## src/rtl/param.v

```verilog
// Shared processor-wide widths and constants.
// Every file that needs them pulls them in with an include. The guard keeps
// a second include from redefining the macros.
`ifndef PARAM_V_INCLUDED
`define PARAM_V_INCLUDED

`define WIDTH_PC   32
`define WIDTH_INST 32
// RISC-V canonical NOP: addi x0, x0, 0
`define INST_NOP   32'h00000013

`endif

```

## src/rtl/if_id_queue_pkg.sv

```systemverilog
// if_id_queue_pkg
// Shared types for the fetch->decode instruction queue.
// Contents:
//   PC_W, INST_W, ENTRY_W : widths taken from the shared param.v header
//   NOP_DEFAULT           : instruction shown to decode when the queue is empty
//   entry_t               : one queued {pc, inst} pair
//   q_op_e / classify_op  : the single pointer/count action taken on a clock edge
`include "param.v"

package if_id_queue_pkg;

  localparam int PC_W    = `WIDTH_PC;
  localparam int INST_W  = `WIDTH_INST;
  localparam int ENTRY_W = PC_W + INST_W;

  localparam logic [INST_W-1:0] NOP_DEFAULT = `INST_NOP;

  typedef struct packed {
    logic [PC_W-1:0]   pc;
    logic [INST_W-1:0] inst;
  } entry_t;

  // Exactly one of these actions happens on each edge.
  typedef enum logic [2:0] {
    Q_IDLE,
    Q_PUSH,
    Q_POP,
    Q_PUSH_POP,
    Q_FLUSH
  } q_op_e;

  // flush wins over everything. push and pop must already be qualified by
  // ready and valid.
  function automatic q_op_e classify_op(input logic push, input logic pop,
                                        input logic flush);
    q_op_e op;
    if (flush) begin
      op = Q_FLUSH;
    end else if (push && pop) begin
      op = Q_PUSH_POP;
    end else if (push) begin
      op = Q_PUSH;
    end else if (pop) begin
      op = Q_POP;
    end else begin
      op = Q_IDLE;
    end
    return op;
  endfunction

endpackage

```

## src/rtl/if_id_queue_mem.sv

```systemverilog
// if_id_queue_mem
// Entry storage for the IF/ID queue. This is a DEPTH x W register array with
// one synchronous write port and one asynchronous (combinational) read port.
// The storage has no reset. Only the pointers in the parent module track
// which entries hold valid data.
// Ports:
//   clk   : rising-edge clock
//   we    : write enable
//   waddr : write address
//   wdata : write data
//   raddr : read address
//   rdata : read data, driven combinationally from raddr
module if_id_queue_mem #(
  parameter int DEPTH = 4,
  parameter int AW    = 2,
  parameter int W     = 64
) (
  input  logic          clk,
  input  logic          we,
  input  logic [AW-1:0] waddr,
  input  logic [W-1:0]  wdata,
  input  logic [AW-1:0] raddr,
  output logic [W-1:0]  rdata
);

  logic [W-1:0] mem_reg [DEPTH];

  always_ff @(posedge clk) begin
    if (we) begin
      mem_reg[waddr] <= wdata;
    end
  end

  // The async read lets the head entry reach decode in the same cycle that
  // the read pointer points at it.
  assign rdata = mem_reg[raddr];

endmodule

```

## src/rtl/if_id_queue.sv

```systemverilog
// if_id_queue
// Circular FIFO between fetch and decode. It carries pc/instruction pairs.
// A flush from a taken branch or jump drops every queued entry and any entry
// offered on that edge. When the queue is empty, decode sees a NOP at pc 0.
// Ports:
//   clk, rst             : rising-edge clock, asynchronous active-high reset
//   in_valid / in_ready  : push handshake from fetch (in_ready = not full)
//   in_pc, in_inst       : offered entry
//   flush                : discard all entries; has priority over push and pop
//   out_valid / out_ready: pop handshake to decode (out_valid = not empty)
//   out_pc, out_inst     : head entry, or 0 / NOP_INST when empty
//   count                : current occupancy, 0..DEPTH
`include "param.v"

module if_id_queue
  import if_id_queue_pkg::*;
#(
  parameter int                DEPTH    = 4,
  parameter logic [INST_W-1:0] NOP_INST = NOP_DEFAULT
) (
  input  logic                   clk,
  input  logic                   rst,
  input  logic                   in_valid,
  output logic                   in_ready,
  input  logic [`WIDTH_PC-1:0]   in_pc,
  input  logic [`WIDTH_INST-1:0] in_inst,
  input  logic                   flush,
  output logic                   out_valid,
  input  logic                   out_ready,
  output logic [`WIDTH_PC-1:0]   out_pc,
  output logic [`WIDTH_INST-1:0] out_inst,
  output logic [$clog2(DEPTH):0] count
);

  localparam int AW = $clog2(DEPTH);
  localparam int CW = $clog2(DEPTH) + 1;
  localparam logic [CW-1:0] FULL_COUNT = CW'(DEPTH);

  logic [AW-1:0] wr_ptr_reg, wr_ptr_next;
  logic [AW-1:0] rd_ptr_reg, rd_ptr_next;
  logic [CW-1:0] count_reg, count_next;

  logic   push;
  logic   pop;
  q_op_e  op;
  entry_t wr_entry;
  entry_t rd_entry;

  // in_ready depends only on occupancy. A pop on the same edge never opens
  // room for a push in that cycle, so there is no out_ready -> in_ready path.
  assign in_ready  = (count_reg != FULL_COUNT);
  assign out_valid = (count_reg != '0);

  assign push = in_valid && in_ready && !flush;
  assign pop  = out_valid && out_ready && !flush;
  assign op   = classify_op(push, pop, flush);

  // DEPTH is a power of two, so plain AW-bit increments wrap modulo DEPTH.
  // count only steps up on a push that in_ready allowed, and only steps down
  // on a pop that out_valid allowed. It therefore stays within 0..DEPTH.
  always_comb begin
    wr_ptr_next = wr_ptr_reg;
    rd_ptr_next = rd_ptr_reg;
    count_next  = count_reg;
    unique case (op)
      Q_PUSH: begin
        wr_ptr_next = wr_ptr_reg + AW'(1);
        count_next  = count_reg + CW'(1);
      end
      Q_POP: begin
        rd_ptr_next = rd_ptr_reg + AW'(1);
        count_next  = count_reg - CW'(1);
      end
      Q_PUSH_POP: begin
        wr_ptr_next = wr_ptr_reg + AW'(1);
        rd_ptr_next = rd_ptr_reg + AW'(1);
      end
      Q_FLUSH: begin
        wr_ptr_next = '0;
        rd_ptr_next = '0;
        count_next  = '0;
      end
      default: begin
      end
    endcase
  end

  always_ff @(posedge clk or posedge rst) begin
    if (rst) begin
      wr_ptr_reg <= '0;
      rd_ptr_reg <= '0;
      count_reg  <= '0;
    end else begin
      wr_ptr_reg <= wr_ptr_next;
      rd_ptr_reg <= rd_ptr_next;
      count_reg  <= count_next;
    end
  end

  assign wr_entry.pc   = in_pc;
  assign wr_entry.inst = in_inst;

  if_id_queue_mem #(
    .DEPTH (DEPTH),
    .AW    (AW),
    .W     (ENTRY_W)
  ) u_mem (
    .clk   (clk),
    .we    (push),
    .waddr (wr_ptr_reg),
    .wdata (wr_entry),
    .raddr (rd_ptr_reg),
    .rdata (rd_entry)
  );

  // Stale storage must never leak out when the queue is empty. This includes
  // the cycles while rst is held, because count_reg is cleared asynchronously.
  assign out_pc   = out_valid ? rd_entry.pc   : '0;
  assign out_inst = out_valid ? rd_entry.inst : NOP_INST;
  assign count    = count_reg;

endmodule

```

## config.mk

```make
export PLATFORM = sky130hd
export DESIGN_NAME = if_id_queue
export DESIGN_NICKNAME = d
export VERILOG_FILES = /design/src/rtl/if_id_queue_pkg.sv /design/src/rtl/if_id_queue_mem.sv /design/src/rtl/if_id_queue.sv
export VERILOG_INCLUDE_DIRS = /design/src /design/src/rtl
export SDC_FILE = /design/constraint.sdc
export NUM_CORES = 1
export LEC_CHECK = 0
export ABC_CLOCK_PERIOD_IN_PS = 3500
export BUFFER_PORTS_ARGS = -buffer_cell sky130_fd_sc_hd__clkbuf_2
export CAP_MARGIN = 5
export CORE_ASPECT_RATIO = 1.75
export CORE_UTILIZATION = 57
export CTS_CLUSTER_SIZE = 24
export DETAILED_ROUTE_END_ITERATION = 8
export HOLD_SLACK_MARGIN = 0.03
export PLACE_DENSITY = 0.83
export SLEW_MARGIN = 20
export SYNTH_ARGS = -nofsm -noshare
export SYNTH_HDL_FRONTEND = slang
export SYNTH_SLANG_ARGS = --single-unit
```

## constraint.sdc

```tcl
create_clock -name clk -period 3.5 [get_ports clk]
set_input_delay 1.05 -clock clk [delete_from_list [all_inputs] [get_ports clk]]
set_output_delay 1.05 -clock clk [all_outputs]
set_load 0.005 [all_outputs]
```

---- Yosys cells after proc, flatten, opt, wreduce, memory -nomap -nowiden ----
Memory sizes are Yosys's and may differ from the RTL's.
Index checks and enable logic that the tools add are counted.
W data, S select, Z words.
storage, ports and cells
  register bits ........................... 7
  memory bits (writable) .................. 256
  input port bits ......................... 69
  output and inout bits ................... 69
  word-level logic and storage cells ...... 36
  memories kept ........................... 1
cells by class
  $add $sub $neg .......................... 4
  equal/unequal tests ..................... 5
  mux-type cells .......................... 11
  reduce and logical (&&, ||, !) cells .... 12
memories
  name           words  bits a word  read ports  clocked after memory_dff  write ports  RTL line               text
  u_mem.mem_reg  4      64           1           0                         1            if_id_queue_mem.sv:26  logic [W-1:0] mem_reg [DEPTH];
operators with widths
  kind                   count
  $mux W32               2
  $pmux W3 S3            1
  $pmux W2 S2            2
  $eq A3 B2 Y1 const B   2
  $mux W2                3
  $reduce_bool A3 Y1     2
  $logic_and A1 B1 Y1    5
  $add A2 B1 Y2 const B  2
  $reduce_bool A2 Y1     2
  $reduce_or A2 Y1       2
  $add A3 B1 Y3 const B  1
  $eq A3 B1 Y1 const B   1
  $eq A3 B3 Y1 const B   1
  $mux W3                1
  $ne A3 B3 Y1 const B   1
  $sub A3 B1 Y3 const B  1
  $mux W1                2
  $logic_not A1 Y1       1

---- Longest topological paths before layout ----
Gate-level depths: netlist of run 1.
  depth after elaboration ................. 10
  gate-level depth with buffers ........... 9
  gate-level depth less buffers ........... 8

---- Cells and area by module ----
Synthesis of run 1 repeated with hierarchy kept, for this count alone.
second synthesis, totals
  cells, all modules ...................... 467
  area, all modules ....................... 10318.6 um^2
modules (own cells, without submodules)
  module           instances  cells each  area an instance (um^2)  seq. area each (um^2)
  if_id_queue_mem  1          338         9341.5                   7687.4
  if_id_queue      1          129         977.2                    175.2

---- Worst setup path after synthesis of run 1 ----
Ideal clock, no wire load.
  path type ............................... input port to flip-flop
  start point ............................. input port in_valid
  end point ............................... memory u_mem.mem_reg[0][0] (enable)
  library setup time ...................... 429 ps
  arrival time ............................ 3147 ps
  data required time ...................... 3071 ps
  setup slack ............................. -76 ps
  stages .................................. 4
  path buffers ............................ 1
  cells stage by stage .................... buf_1 > nand2_1 > nor2_1 > and2_1
on the way
  cells in the longest elaborated chain, start to end .. 4
ends and longest elaborated chain
  what                               RTL line               text
  start: declaration                 if_id_queue.sv:23      input logic in_valid,
  $logic_and A1 B1 Y1 (2 in series)  if_id_queue.sv:54      assign push = in_valid && in_ready && !flush;
  $mux W1                            if_id_queue_mem.sv:29  if (we) begin
  $mux W1 (not written as such)      if_id_queue_mem.sv:30  mem_reg[waddr] <= wdata;
  end: declaration                   if_id_queue_mem.sv:26
Every way passes these cells.

---- Final worst setup path of run 1 ----
  start point ............................. register rd_ptr_reg[0]
  end point ............................... output port out_inst[0]
on the way
  cells in the longest elaborated chain, start to end .. 2
ends and longest elaborated chain
  what                      RTL line            text
  start: declaration        if_id_queue.sv:40   logic [AW-1:0] rd_ptr_reg, rd_ptr_next;
  start signal: assignment  if_id_queue.sv:95   rd_ptr_reg <= rd_ptr_next;
  $mem_v2 Z4 W64            -
  $mux W32                  if_id_queue.sv:119  assign out_inst = out_valid ? rd_entry.inst : NOP_INST;
  end: declaration          if_id_queue.sv:31   output logic [`WIDTH_INST-1:0] out_inst,
Every way passes these cells.

==> metrics.txt, run 1 <==
# TYPE chip_impl_metric gauge
chip_impl_info{name="status",value="complete, no violations"} 1
chip_impl_metric{name="leakage",unit="nW"} 4.10
chip_impl_metric{name="worst_slew_pin_slew",unit="ns"} 0.571
chip_impl_metric{name="grt.total_usage",unit="%"} 21.3
chip_impl_metric{name="fraction_of_layout_instances_using_a_drive_strength_above_1",unit="%"} 39.5
chip_impl_metric{name="drc",unit=""} 0
chip_impl_metric{name="timing.final.setup_violations",unit=""} 0
chip_impl_metric{name="grtUsageMet3",unit="%"} 3.20
chip_impl_metric{name="worstPathRequired",unit="ns"} 2.45
chip_impl_metric{name="globalRouteMet2Util",unit="%"} 36.4
chip_impl_info{name="critical_path_class",value="flip-flop to output pin"} 1
chip_impl_metric{name="synth.cell_area",unit="sq um"} 10200
chip_impl_metric{name="rows",unit=""} 64
chip_impl_metric{name="final-hold-violation-count",unit=""} 0
chip_impl_metric{name="gpl.final_weighted_congestion",unit=""} 0.743
chip_impl_metric{name="final_max_slew_viol_count",unit=""} 0
chip_impl_info{name="most-common-layout-cells",value="edfxtp_1, clkbuf_2, mux4_2"} 1
chip_impl_info{name="ctsRootBufferMaster",value="clkbuf_16"} 1
chip_impl_metric{name="totalNegativeSetupSlack",unit="ns"} 0
chip_impl_metric{name="synth_fp_nets",unit=""} 546
chip_impl_metric{name="finalWorstPathRequiredPeriod",unit="ns"} 3.32
chip_impl_metric{name="detail_route.vias_per_cell",unit=""} 5.73
chip_impl_metric{name="nets",unit=""} 693
chip_impl_metric{name="synth.ff_latch_count",unit=""} 263
chip_impl_info{name="setup.worst_path.start_class",value="flip-flop"} 1
chip_impl_metric{name="post-cts-setup-buffers",unit=""} 0
chip_impl_metric{name="cts-buffers-inserted",unit=""} 22
chip_impl_metric{name="finalInstanceArea",unit="sq um"} 11900
chip_impl_metric{name="timing.critical_path.buf_inv",unit=""} 2
chip_impl_metric{name="finalClockSkew",unit="ns"} 0.00649
chip_impl_metric{name="cts-root-to-sink-buffers",unit=""} 3
chip_impl_metric{name="asyncSetResetFlopFracSynth",unit="%"} 2.66
chip_impl_metric{name="clkSinkCount",unit=""} 263
chip_impl_metric{name="cts_htree_levels",unit=""} 1
chip_impl_metric{name="fp.dieArea",unit="sq um"} 18500
chip_impl_metric{name="grt_first_pass_wirelength",unit="mm"} 28.4
chip_impl_metric{name="gr_util_met1",unit="%"} 27.2
chip_impl_metric{name="largest_reg_flops",unit=""} 256
chip_impl_metric{name="placedInstanceArea",unit="sq um"} 11200
chip_impl_info{name="setup_repair_after_global_routing_missed_its_margin",value="false"} 1
chip_impl_info{name="layout_commonest_cell",value="edfxtp_1"} 1
chip_impl_metric{name="die_height",unit="um"} 179
chip_impl_metric{name="area.growth.synth_to_final",unit="%"} 17.0
chip_impl_metric{name="dp_hpwl",unit="mm"} 11.5
chip_impl_metric{name="timing.max_slew.rel_slack",unit="%"} 61.9
chip_impl_metric{name="floorplan.initialDensity",unit="%"} 58.2
chip_impl_metric{name="cp_data_arrival_time",unit="ns"} 2.27
chip_impl_metric{name="ios",unit=""} 138
chip_impl_metric{name="drt-wirelength-per-cell",unit="um"} 21.8
chip_impl_info{name="synth_flop_cell",value="edfxtp_1"} 1
chip_impl_metric{name="detailedRoute.firstIterationViolations",unit=""} 224
chip_impl_metric{name="dieWidth",unit="um"} 103
chip_impl_metric{name="clock_latency",unit="ns"} 0.50
chip_impl_metric{name="seq_total_area_yosys",unit="%"} 77.0
chip_impl_metric{name="cts_resized",unit=""} 0
chip_impl_info{name="hold_path_class",value="primary input to asynchronous set/reset pin"} 1
chip_impl_info{name="critical_path.cell_chain",value="buf_4, mux4_2, or2_1, clkbuf_2"} 1
chip_impl_metric{name="critical_path.max_fanout",unit=""} 23
chip_impl_info{name="grt_most_used_layer",value="met2"} 1
chip_impl_metric{name="buffer_ports.inserted",unit=""} 137
chip_impl_metric{name="post_synth.cell_area_avg",unit="sq um"} 21.6
chip_impl_info{name="critical_path.top_delay_family",value="multiplexers"} 1
chip_impl_metric{name="routed_wirelength",unit="mm"} 18.9
chip_impl_metric{name="global_route.overflow_total",unit=""} 0
chip_impl_info{name="endpoint_kind",value="output pin"} 1
chip_impl_info{name="worst_path_max_delay_cell",value="mux4_2"} 1
chip_impl_metric{name="cp_slowest_stage_delay",unit="ns"} 0.59
chip_impl_metric{name="fmax",unit="MHz"} 302
chip_impl_metric{name="final_antenna_net_count",unit=""} 0
chip_impl_metric{name="cell_count_after_synthesis",unit=""} 472
chip_impl_metric{name="dr_total_vias",unit=""} 4969
chip_impl_info{name="synth_top_cell_by_area",value="edfxtp_1"} 1
chip_impl_metric{name="setup_ws",unit="ns"} 0.184
chip_impl_info{name="largest_cells_by_area_after_synthesis",value="edfxtp_1, mux4_2, and2_1"} 1
chip_impl_metric{name="antenna_violations_before_repair",unit=""} 1
chip_impl_metric{name="netlist.area_leader.share",unit="%"} 75.3
chip_impl_metric{name="preCtsSetupSlack",unit="ns"} 0.485
chip_impl_metric{name="post_synth_num_cell_types",unit=""} 34
chip_impl_metric{name="first_pass_iters",unit=""} 5
chip_impl_metric{name="max_cap_viol_count",unit=""} 0
chip_impl_info{name="clock_tree_from_tritoncts",value="done"} 1
chip_impl_metric{name="vdd.ir_drop.worst",unit="V"} 0.000513
chip_impl_metric{name="synth-edff-count",unit=""} 256
chip_impl_metric{name="post-route-period-util",unit="%"} 94.7
chip_impl_metric{name="grt_start_max_net_pins",unit=""} 65
chip_impl_metric{name="yosys_warnings",unit=""} 0
chip_impl_metric{name="first_global_vias",unit=""} 5120
chip_impl_metric{name="holdBufCountCts",unit=""} 0
chip_impl_metric{name="core_region_area",unit="sq um"} 17500
chip_impl_metric{name="clk_pin_slew",unit="ns"} 0.06
chip_impl_metric{name="cellPowerDensity",unit="nW/um^2"} 561
-- cells in the mapped netlist, types with 2 or more instances --
cell and count:
or2_1 3, edfxtp_1 256, clkbuf_1 9, a21o_1 2, buf_6 5, dfrtp_1 7
nor2_1 7, nand3_1 5, xnor2_1 2, mux4_2 64, buf_2 9, a21oi_1 3
inv_1 4, ha_1 4, and2_1 65, nand2_1 5, o21ai_0 4, xor2_1 2
-- per-layer routing --
layer | wire length (um) | up-vias
li1 | - | 2201
met1 | 6990 | 2535
met2 | 10200 | 186
met3 | 1040 | 47
met4 | 613 | 0
met5 | 0 | -
-- path summary, 6_finish.rpt --
| path | from | endpoint | slack [ns] | cells past startpoint |
|---|---|---|---|---|
| max | rd_ptr_reg[0] | out_inst[0] | 0.18 | 4 |
| min | rst | rd_ptr_reg[0] | 0.46 | 2 |
| min reg2reg | wr_ptr_reg[1] | wr_ptr_reg[1] | 0.61 | 2 |
| max in group asynchronous | rst | rd_ptr_reg[0] | 2.78 | 2 |
| min in group clk | wr_ptr_reg[1] | wr_ptr_reg[1] | 0.61 | 2 |
| max reg2reg | count[0] | count[2] | 0.93 | 7 |
-- worst register-to-register path, stage by stage, from the launching register on --
cell     delay (ns)
dfrtp_1        0.59
or3b_1         0.26
o21ai_0        0.11
and3b_1        0.21
fa_1           0.43
or4b_1         0.56
a21o_1         0.17
a31oi_1        0.14
-- logic make-up (layout without fill, tap and decap cells) --
family	after synthesis	count (layout)	synth area share [%]
mux	65	65	14.2
fa+ha+maj	5	5	0.686
other cells	0	1	0
compound gates	13	13	0.796
flops	263	263	77.0
xor+xnor	4	4	0.343
simple gates	92	92	5.39
buf+inv	30	193	1.59
-- per-stage QoR --
step / total power, mW / cells / utilization (%) / hold slack, ns
after floorplan: 4.06 / 472 / - / 0.543
after global placement: 4.31 / 826 / 64.0 / 0.559
final: 6.71 / 867 / 68.1 / 0.462
after detailed placement: 4.34 / 826 / 64.0 / 0.578
after global routing: 6.94 / 867 / 68.1 / 0.482
after CTS: 6.77 / 866 / 68.1 / 0.464
-- power by group --
group | internal, mW | switching [mW] | total, mW
Sequential | 3.56 | 0.0368 | 3.60
Clock | 1.42 | 1.03 | 2.44
Combinational | 0.330 | 0.338 | 0.668
-- final cells by class --
class / instances / area [sq um]
flip-flops and latches: 263 / 7870
fillers: 1105 / 5590
multi-input cells: 179 / 2200
repair buffers: 148 / 843
clock buffers: 26 / 587
well taps: 231 / 289
clock inverters: 14 / 136
inverters: 5 / 21.3
diodes: 1 / 2.50
No activity file was read; power rests on OpenSTA's default activity.
==> run 2: changes to the inputs <==
RECOVER_POWER = 25   (was default)
==> run 2 against run 1 <==
Against the previous run: clock skew is 0.00072 ns lower; sequential share of layout area is 0.26 points higher; fmax hardly changed; worst hold slack improved by 0.0056 ns; clock power is essentially flat; routed wire length is 0.48% higher; global-route usage stayed put; sequential cell count stayed put; clock-buffer cell count is the same; die area unchanged; sequential power hardly changed.
==> metrics.txt, run 2 (synthesis results as in run 1) <==
# TYPE chip_impl_metric gauge
chip_impl_metric{name="fraction_of_the_core_area_covered_by_cells_at_the_end_of_the_flow",unit="%"} 67.9
chip_impl_metric{name="first_global_vias",unit=""} 5120
chip_impl_info{name="critical_path.top_delay_family",value="multiplexers"} 1
chip_impl_metric{name="grt.total_usage",unit="%"} 21.3
chip_impl_metric{name="worst_slew_pin_slew",unit="ns"} 0.575
chip_impl_metric{name="finalClockSkew",unit="ns"} 0.00577
chip_impl_metric{name="final_antenna_net_count",unit=""} 0
chip_impl_metric{name="core_region_area",unit="sq um"} 17500
chip_impl_info{name="ctsRootBufferMaster",value="clkbuf_16"} 1
chip_impl_metric{name="post-route-period-util",unit="%"} 94.8
chip_impl_metric{name="cts_htree_levels",unit=""} 1
chip_impl_metric{name="fraction_of_layout_instances_using_a_drive_strength_above_1",unit="%"} 33.5
chip_impl_metric{name="totalNegativeSetupSlack",unit="ns"} 0
chip_impl_metric{name="global_route.overflow_total",unit=""} 0
chip_impl_info{name="setup_repair_after_global_routing_missed_its_margin",value="false"} 1
chip_impl_metric{name="timing.hold.ws",unit="ns"} 0.468
chip_impl_info{name="critPathLaunch",value="rd_ptr_reg[0]"} 1
chip_impl_metric{name="first_pass_iters",unit=""} 4
chip_impl_metric{name="finalInstanceArea",unit="sq um"} 11900
chip_impl_metric{name="grt_start_max_net_pins",unit=""} 65
chip_impl_metric{name="leakage",unit="nW"} 3.99
chip_impl_info{name="critical_path.cell_chain",value="buf_4, mux4_2, or2_1, clkbuf_2"} 1
chip_impl_metric{name="die_height",unit="um"} 179
chip_impl_metric{name="rows",unit=""} 64
chip_impl_info{name="most-common-layout-cells",value="edfxtp_1, clkbuf_2, mux4_2"} 1
chip_impl_metric{name="cellPowerDensity",unit="nW/um^2"} 564
chip_impl_info{name="worst_path_max_delay_cell",value="mux4_2"} 1
chip_impl_info{name="layout_commonest_cell",value="edfxtp_1"} 1
chip_impl_metric{name="cts-buffers-inserted",unit=""} 22
chip_impl_metric{name="preCtsSetupSlack",unit="ns"} 0.485
chip_impl_metric{name="cp_slowest_stage_delay",unit="ns"} 0.60
chip_impl_metric{name="drc",unit=""} 0
chip_impl_metric{name="total_power",unit="mW"} 6.71
chip_impl_metric{name="timing.final.setup_violations",unit=""} 0
chip_impl_metric{name="worst_r2r_path_depth",unit=""} 7
chip_impl_metric{name="holdBufCountCts",unit=""} 0
chip_impl_info{name="reg2reg_to",value="count[2]"} 1
chip_impl_metric{name="fmax",unit="MHz"} 301
chip_impl_metric{name="ios",unit=""} 138
chip_impl_metric{name="detailedRoute.firstIterationViolations",unit=""} 219
chip_impl_metric{name="placedInstanceArea",unit="sq um"} 11200
chip_impl_info{name="critical_path_class",value="flip-flop to output pin"} 1
chip_impl_info{name="hold_path_class",value="primary input to asynchronous set/reset pin"} 1
chip_impl_metric{name="stdcell_count",unit=""} 867
chip_impl_metric{name="placed_cells_incl_taps",unit=""} 826
chip_impl_metric{name="worstPathRequired",unit="ns"} 2.45
chip_impl_info{name="setup.worst_path.start_class",value="flip-flop"} 1
chip_impl_metric{name="timing.max_slew.rel_slack",unit="%"} 61.6
chip_impl_metric{name="final_max_slew_viol_count",unit=""} 0
chip_impl_metric{name="dieWidth",unit="um"} 103
chip_impl_info{name="clock_tree_from_tritoncts",value="done"} 1
chip_impl_metric{name="max_cap_viol_count",unit=""} 0
chip_impl_metric{name="gpl.final_weighted_congestion",unit=""} 0.743
chip_impl_metric{name="largest_reg_flops",unit=""} 256
chip_impl_metric{name="antenna_violations_before_repair",unit=""} 1
chip_impl_metric{name="cp_data_arrival_time",unit="ns"} 2.27
chip_impl_info{name="endpoint_kind",value="output pin"} 1
chip_impl_metric{name="vdd.ir_drop.worst",unit="V"} 0.000513
chip_impl_metric{name="clk_pin_slew",unit="ns"} 0.06
chip_impl_info{name="rr_startpoint",value="count[0]"} 1
chip_impl_metric{name="routed_wirelength",unit="mm"} 19.0
chip_impl_info{name="status",value="complete, no violations"} 1
chip_impl_metric{name="dp_hpwl",unit="mm"} 11.5
chip_impl_metric{name="nets",unit=""} 693
chip_impl_metric{name="fp.dieArea",unit="sq um"} 18500
chip_impl_metric{name="fillers",unit=""} 1111
chip_impl_metric{name="drt-wirelength-per-cell",unit="um"} 21.9
chip_impl_metric{name="critical_path.max_fanout",unit=""} 23
chip_impl_metric{name="cts-root-to-sink-buffers",unit=""} 3
chip_impl_metric{name="area.growth.synth_to_final",unit="%"} 16.5
chip_impl_metric{name="timing.critical_path.buf_inv",unit=""} 2
chip_impl_metric{name="clock_latency",unit="ns"} 0.50
chip_impl_metric{name="path_depth",unit=""} 4
chip_impl_metric{name="finalWorstPathRequiredPeriod",unit="ns"} 3.32
chip_impl_metric{name="floorplan.initialDensity",unit="%"} 58.2
chip_impl_metric{name="setup_ws",unit="ns"} 0.183
chip_impl_metric{name="r2r_slack",unit="ns"} 0.92
chip_impl_metric{name="dr_total_vias",unit=""} 4964
chip_impl_metric{name="detail_route.vias_per_cell",unit=""} 5.73
chip_impl_metric{name="grt_first_pass_wirelength",unit="mm"} 28.4
chip_impl_metric{name="buffer_ports.inserted",unit=""} 137
chip_impl_metric{name="clkSinkCount",unit=""} 263
chip_impl_metric{name="final-hold-violation-count",unit=""} 0
==> run 2: cell count changes in the layout (fill, tap and decap cells not counted) <==
| cell | delta |
|---|---|
| clkbuf_1 | +38 |
| clkbuf_2 | -38 |
==> run 2: report_power, final <==
group	internal (mW)	total, mW	switching, mW
Sequential	3.56	3.60	0.0369
Combinational	0.324	0.664	0.340
Clock	1.42	2.45	1.03
Total	5.30	6.71	1.41
==> run 2: per-layer routing <==
layer / up-vias / track usage [%] / part of all wire [%]
met5: - / 0 / 0
met4: 0 / 9.04 / 3.1
met3: 45 / 3.20 / 4.6
met2: 156 / 36.4 / 54
met1: 2567 / 27.2 / 38
li1: 2196 / - / -
==> run 2: worst max-delay path by stage <==
| stage | slack, ns | end |
|---|---|---|
| final | 0.18 | out_inst[0] |
| after global routing | 0.06 | out_inst[0] |
| after CTS | 0.09 | out_pc[16] |
| after detailed placement | 0.48 | count[2] |
| after global placement | 0.66 | count[2] |
| after floorplan | 0.62 | u_mem.mem_reg[0][0] |
==> run 2: cell type report <==
type                    count  area [sq um]  share of cell area [%]
well taps                 231           289                    2.43
inverters                   5          21.3                   0.179
flip-flops and latches    263          7870                    66.1
repair buffers            148           796                    6.69
clock buffers              26           587                    4.93
clock inverters            14           136                    1.15
multi-input cells         179          2200                    18.5
diodes                      1          2.50                  0.0210
==> run 2: repair_timing <==
action | in CTS | in global routing
setup buffers | 0 | 0
resized for setup | 0 | 2
setup endpoints to repair | 0 | 44
